==> src/rtl/fetch_stage.sv <==
// Fetch stage: owns the PC, issues in-order instruction-memory reads and feeds decode.
// Optional stall-cycle counter output is enabled by defining FETCH_STALL_COUNTER_EN.

package pipeline_status;
  typedef enum logic [1:0] {
    READY = 2'd0,
    STALL = 2'd1,
    JUMP  = 2'd2
  } backwards_t;

  typedef enum logic {
    VALID  = 1'b0,
    BUBBLE = 1'b1
  } forwards_t;
endpackage

module fetch_stage
  import pipeline_status::*;
#(
  parameter logic [31:0] RESET_ADDR   = 32'h0000_0000,
  parameter int unsigned BUFFER_DEPTH = 2,
  parameter logic [31:0] NOP_INSN     = 32'h0000_0013
) (
`ifdef FETCH_STALL_COUNTER_EN
  output logic [31:0]                 stall_cycles_out,
`endif
  input  logic                        clk,
  input  logic                        rst,
  output logic                        imem_req_valid_out,
  input  logic                        imem_req_ready_in,
  output logic [31:0]                 imem_addr_out,
  input  logic                        imem_rsp_valid_in,
  input  logic [31:0]                 imem_rsp_data_in,
  output logic [31:0]                 instruction_reg_out,
  output logic [31:0]                 program_counter_reg_out,
  output pipeline_status::forwards_t  status_forwards_out,
  input  pipeline_status::backwards_t status_backwards_in,
  input  logic [31:0]                 jump_address_backwards_in
);

  localparam int unsigned PTR_W  = (BUFFER_DEPTH > 1) ? $clog2(BUFFER_DEPTH) : 1;
  localparam int unsigned CNT_W  = PTR_W + 1;
  localparam int unsigned DROP_W = PTR_W + 4;
  localparam logic [CNT_W-1:0] DEPTH_C = CNT_W'(BUFFER_DEPTH);
  localparam logic [PTR_W-1:0] PTR_ONE = PTR_W'(1'b1);

  logic [31:0]       pc_r;
  logic [31:0]       buf_pc_r   [BUFFER_DEPTH];
  logic [31:0]       buf_data_r [BUFFER_DEPTH];
  logic [PTR_W-1:0]  head_r, tail_r, fill_r;
  logic [CNT_W-1:0]  used_r, unfilled_r;
  logic [DROP_W-1:0] drop_cnt_r;
  logic [31:0]       instr_r, pc_out_r;
  forwards_t         status_r;

  logic              is_ready_s, is_stall_s, is_jump_s;
  logic              req_valid_s, req_fire_s;
  logic              rsp_drop_s, rsp_fill_s;
  logic              head_filled_s, bypass_s, pop_s;
  logic [31:0]       pop_data_s, pop_pc_s;
  logic [DROP_W-1:0] jump_drop_s;

  // Decode the backwards status; an unknown encoding is treated as a stall (hold).
  always_comb begin
    is_ready_s = 1'b0;
    is_stall_s = 1'b0;
    is_jump_s  = 1'b0;
    case (status_backwards_in)
      READY:   is_ready_s = 1'b1;
      STALL:   is_stall_s = 1'b1;
      JUMP:    is_jump_s  = 1'b1;
      default: is_stall_s = 1'b1;
    endcase
  end

  // Request, response and pop decisions for this cycle.
  always_comb begin
    req_valid_s   = (used_r < DEPTH_C);
    req_fire_s    = req_valid_s & imem_req_ready_in;
    rsp_drop_s    = imem_rsp_valid_in & (drop_cnt_r != {DROP_W{1'b0}});
    rsp_fill_s    = imem_rsp_valid_in & (drop_cnt_r == {DROP_W{1'b0}}) &
                    (unfilled_r != {CNT_W{1'b0}});
    // Entries fill in order, so the head is filled whenever any entry is.
    head_filled_s = (used_r != unfilled_r);
    bypass_s      = rsp_fill_s & ~head_filled_s;
    pop_s         = is_ready_s & (head_filled_s | bypass_s);
    pop_pc_s      = buf_pc_r[head_r];
    if (head_filled_s) begin
      pop_data_s = buf_data_r[head_r];
    end else begin
      pop_data_s = imem_rsp_data_in;
    end
    // Every response still owed after a jump must be discarded; one arriving now is already spent.
    jump_drop_s = drop_cnt_r + DROP_W'(unfilled_r) + DROP_W'(req_fire_s)
                  - DROP_W'(imem_rsp_valid_in);
  end

  // PC, buffer pointers, occupancy and drop counter.
  always_ff @(posedge clk or negedge rst) begin
    if (!rst) begin
      pc_r       <= RESET_ADDR;
      head_r     <= {PTR_W{1'b0}};
      tail_r     <= {PTR_W{1'b0}};
      fill_r     <= {PTR_W{1'b0}};
      used_r     <= {CNT_W{1'b0}};
      unfilled_r <= {CNT_W{1'b0}};
      drop_cnt_r <= {DROP_W{1'b0}};
    end else if (is_jump_s) begin
      pc_r       <= jump_address_backwards_in;
      head_r     <= {PTR_W{1'b0}};
      tail_r     <= {PTR_W{1'b0}};
      fill_r     <= {PTR_W{1'b0}};
      used_r     <= {CNT_W{1'b0}};
      unfilled_r <= {CNT_W{1'b0}};
      drop_cnt_r <= jump_drop_s;
    end else begin
      if (req_fire_s) begin
        tail_r <= tail_r + PTR_ONE;
        pc_r   <= pc_r + 32'd4;
      end
      if (rsp_drop_s) begin
        drop_cnt_r <= drop_cnt_r - DROP_W'(1'b1);
      end
      if (rsp_fill_s) begin
        fill_r <= fill_r + PTR_ONE;
      end
      if (pop_s) begin
        head_r <= head_r + PTR_ONE;
      end
      used_r     <= used_r + CNT_W'(req_fire_s) - CNT_W'(pop_s);
      unfilled_r <= unfilled_r + CNT_W'(req_fire_s) - CNT_W'(rsp_fill_s);
    end
  end

  // Buffer storage: PC written at request accept, data written at response.
  always_ff @(posedge clk or negedge rst) begin
    if (!rst) begin
      for (int i = 0; i < BUFFER_DEPTH; i++) begin
        buf_pc_r[i]   <= 32'h0000_0000;
        buf_data_r[i] <= 32'h0000_0000;
      end
    end else begin
      if (req_fire_s && !is_jump_s) begin
        buf_pc_r[tail_r] <= pc_r;
      end
      if (rsp_fill_s && !is_jump_s) begin
        buf_data_r[fill_r] <= imem_rsp_data_in;
      end
    end
  end

  // Decode-facing output registers: jump flushes, ready advances, stall holds.
  always_ff @(posedge clk or negedge rst) begin
    if (!rst) begin
      instr_r  <= NOP_INSN;
      pc_out_r <= RESET_ADDR;
      status_r <= BUBBLE;
    end else if (is_jump_s) begin
      instr_r  <= NOP_INSN;
      status_r <= BUBBLE;
    end else if (!is_stall_s) begin
      if (pop_s) begin
        instr_r  <= pop_data_s;
        pc_out_r <= pop_pc_s;
        status_r <= VALID;
      end else begin
        instr_r  <= NOP_INSN;
        status_r <= BUBBLE;
      end
    end
  end

`ifdef FETCH_STALL_COUNTER_EN
  logic [31:0] stall_cnt_r;

  // Saturating count of stall cycles and empty-buffer bubbles.
  always_ff @(posedge clk or negedge rst) begin
    if (!rst) begin
      stall_cnt_r <= 32'h0000_0000;
    end else if ((is_stall_s || (is_ready_s && !pop_s)) && (stall_cnt_r != 32'hFFFF_FFFF)) begin
      stall_cnt_r <= stall_cnt_r + 32'd1;
    end
  end

  assign stall_cycles_out = stall_cnt_r;
`endif

  assign imem_req_valid_out      = req_valid_s;
  assign imem_addr_out           = pc_r;
  assign instruction_reg_out     = instr_r;
  assign program_counter_reg_out = pc_out_r;
  assign status_forwards_out     = status_r;

endmodule
==> config.mk <==
export PLATFORM = sky130hd
export DESIGN_NAME = fetch_stage
export DESIGN_NICKNAME = d
export VERILOG_FILES = /design/src/rtl/fetch_stage.sv
export SDC_FILE = /design/constraint.sdc
export NUM_CORES = 1
export LEC_CHECK = 0
export ABC_AREA = 1
export CAP_MARGIN = 20
export CORE_ASPECT_RATIO = 0.75
export CORE_UTILIZATION = 55
export DETAILED_ROUTE_END_ITERATION = 16
export PLACE_DENSITY_LB_ADDON = 0.08
export SETUP_SLACK_MARGIN = 0.5
export SYNTH_ARGS = -nofsm -noshare
export SYNTH_HDL_FRONTEND = slang
export SYNTH_SLANG_ARGS = --single-unit
==> constraint.sdc <==
create_clock -name clk -period 2.25 [get_ports clk]
set_input_delay 0.3375 -clock clk [delete_from_list [all_inputs] [get_ports clk]]
set_output_delay 0.3375 -clock clk [all_outputs]
set_load 0.01 [all_outputs]
==> impl_metrics.env, run 1 <==
export IMPL_syn_area_per_cell_um2=8.157
export IMPL_grt_overflow=0
export IMPL_pwr_share_comb_pct=45.1
export IMPL_grt_max_degree=66
export IMPL_fin_hold_ws_ns=0.3241
export IMPL_dr_pass1_iters=7
export IMPL_clkSinkCount=237
export IMPL_grt_use_met3_pct=5.698
export IMPL_fin_cells=1853
export IMPL_slew_headroom_pct=68.13
export IMPL_ys_warn_count=0
export IMPL_antenna_found_initial=0
export IMPL_power_density_nw_per_um2=1298
export IMPL_die_y_um=125.5
export IMPL_areaGrowthSynthToFinish_pct=35.33
export IMPL_core_area_um2=19650
export IMPL_total_power_mw=19.66
export IMPL_drc_errors=0
export IMPL_p_seq_share_pct=34.8
export IMPL_fp_row_count=44
export IMPL_cts_tree="yes"
export IMPL_crit_fanout=16
export IMPL_final_cell_area_um2=15150
export IMPL_yosysSeqAreaShare_pct=53.04
export IMPL_ys_types=30
export IMPL_nNetsFinal=1668
export IMPL_clock_tree_buffer_depth=3
export IMPL_vias=10610
export IMPL_clk_latency_ns=0.52
export IMPL_critPathRequiredTime_ns=2.67
export IMPL_netlist_area_um2=11190
export IMPL_initial_core_util_pct=56.95
export IMPL_globalRouteMet1Util_pct=44.28
export IMPL_max_cap_viol_count=0
export IMPL_ant_nets=0
export IMPL_drt_iter0_markers=1155
export IMPL_power_switching_mw=7.930
export IMPL_use_met2_pct=44.04
export IMPL_grt_pass1_wl_um=48880
export IMPL_worst_pin_slew_ns=0.4781
export IMPL_pre_cts_slack_ns=-0.1195
export IMPL_period_share_pct=91.04
export IMPL_endpoint_kind="flip-flop"
export IMPL_outcome="complete, no violations"
export IMPL_postSynthNetCount=1458
export IMPL_wl_um=34800
export IMPL_setup_tns_ns=0
export IMPL_synth_seq_cells=237
export IMPL_hold_class="input port to async pin"
export IMPL_start_kind="flip-flop"
export IMPL_pwr_share_clk_pct=20.1
export IMPL_layout_setup_ws_ns=0.2017
export IMPL_vias_per_cell=5.724
export IMPL_cts_htree_levels=1
export IMPL_rsz0062_at_grt="yes"
export IMPL_fill_cells=1408
export IMPL_max_clock_freq_mhz=488.2
export IMPL_hpwlAfterDp_um=19260
export IMPL_synthCells=1372
export IMPL_slew_violations=0
export IMPL_root_buffer="clkbuf_16"
export IMPL_die_w_um=166.7
export IMPL_ir_worst_vdd_v=0.0007921
export IMPL_grt_usage_pct=29.25
export IMPL_dieArea_um2=20930
export IMPL_final_util_pct=77.06
export IMPL_p_sw_share_pct=40.33
export IMPL_io_pin_count=168
export IMPL_post_place_cells=1753
export IMPL_place_area_um2=13280
export IMPL_ff2ff_path_depth=11
export IMPL_skew_ns=0.02429
export IMPL_cts_inserted_buffers=24
export IMPL_cellLeakagePower_nw=7.722
export IMPL_top_usage_layer="met1"
export IMPL_cp_arrival_ns=2.46
export IMPL_crit_type="flip-flop to flip-flop"
export IMPL_setup_viol_count_final=0
export IMPL_portBuffers=167
export IMPL_hold_violations=0
export IMPL_min_period_ns=2.048
export IMPL_clkTransAtPathRegs_ns=0.07
export IMPL_power_internal_mw=11.73
export IMPL_wl_per_cell_um=18.78
export IMPL_grt_pass1_vias=9412
export IMPL_drive_above_1_share_pct=13.81
export IMPL_place_congestion=0.8986
export IMPL_num_antenna_cells=0
==> power by group through the flow <==
stage	clock network, mW	logic, mW	registers [mW]
final	3.95	8.88	6.83
after CTS	3.95	7.92	6.75
after floorplan	0	4.35	6.93
after detailed placement	0	7.59	6.88
after global routing	4.15	9.74	7.00
after global placement	0	7.42	6.84
==> layout make-up <==
type | instances | area (um^2) | share of cell area, %
multi-input cells | 952 | 4852 | 32.04
well taps | 253 | 316.6 | 2.090
flip-flops and latches | 237 | 5954 | 39.31
repair buffers | 250 | 2804 | 18.51
clock inverters | 8 | 76.32 | 0.5039
inverters | 117 | 446.7 | 2.949
clock buffers | 36 | 695.7 | 4.593
==> worst max-delay path, cell delays in order, from the launching register on <==
cell and delay, ns:
dfrtp_1 0.39, inv_2 0.10, buf_4 0.11, ha_2 0.15, nand2_1 0.05, nor2_2 0.13, nand2_2 0.10, inv_2 0.09
buf_8 0.13, nand3_4 0.20, buf_12 0.24, o21ai_0 0.25
==> cells by family after synthesis <==
family,share of synthesized area [%]
simple gates,22.15
buf+inv,6.618
mux,2.862
flops,53.04
fa+ha+maj,1.923
compound gates,12.11
xor+xnor,1.308
==> cell usage after synthesis, drive strengths merged <==
cell / count / area share [%]
nor2: 136 / 4.6
dfrtp: 233 / 52
buf: 26 / 1.3
ha: 14 / 1.6
a21oi: 11 / 0.49
nand3b: 1 / 0.067
nand4: 1 / 0.056
clkbuf: 41 / 1.4
mux2i: 32 / 2.9
xnor2: 6 / 0.60
dfstp: 4 / 0.94
nor3: 1 / 0.045
fa: 2 / 0.36
nand2: 393 / 13
or2: 1 / 0.056
o221ai: 1 / 0.078
nand3: 88 / 4.0
inv: 117 / 3.9
o21ai: 249 / 11
o211ai: 6 / 0.40
xor2: 9 / 0.70
==> layer usage <==
layer	routed length, um	part of all wire (%)
met2	15220	44
met4	793	2.3
met1	14930	43
met3	3854	11
met5	0	0
==> worst paths after layout <==
check,from,to,slack [ns]
max reg2reg,drop_cnt_r[0],buf_data_r[4],0.20
min reg2reg,instruction_reg_out[22],instruction_reg_out[22],0.47
min,rst,buf_data_r[20],0.32
max in group asynchronous,rst,imem_addr_out[10],1.15
min in group clk,jump_address_backwards_in[13],imem_addr_out[13],0.38
max,drop_cnt_r[0],buf_data_r[4],0.20
==> state kept, by name, summed over array words and instances, names as in the netlist <==
signal and cells:
instruction_reg_out 32, head_r 1, buf_data_r 64, program_counter_reg_out 32, unfilled_r 2, status_forwards_out 1
fill_r 1, used_r 2, drop_cnt_r 5, buf_pc_r 64, imem_addr_out 32, tail_r 1
==> layout by cell type (no fill, tap or decap), types with 26 or more instances in the layout <==
cell	netlist	final
o21ai_0	239	149
clkbuf_16	0	35
nor2_1	136	130
dlygate4sd2_1	0	70
buf_4	7	42
clkdlybuf4s50_1	0	70
inv_1	112	101
dfrtp_1	233	218
nand2_1	388	376
nand3_1	87	84
mux2i_1	32	32
o21ai_1	10	77
dlymetal6s2s_1	0	26
==> what timing repair did <==
item	in CTS	in global routing
hold endpoints to repair	47	0
setup endpoints to repair	88	184
buffers inserted	21	11
resized for setup	102	184
cloned	4	19
pin swaps	6	11
hold buffers	1	0
Power figures use the tool's default switching activity.
==> run 2: changes to the inputs <==
Settings changed: CTS_CLUSTER_SIZE from default to 30.
==> results of run 2 <==
Final layout, timing and power as in run 1 (identical DEF).
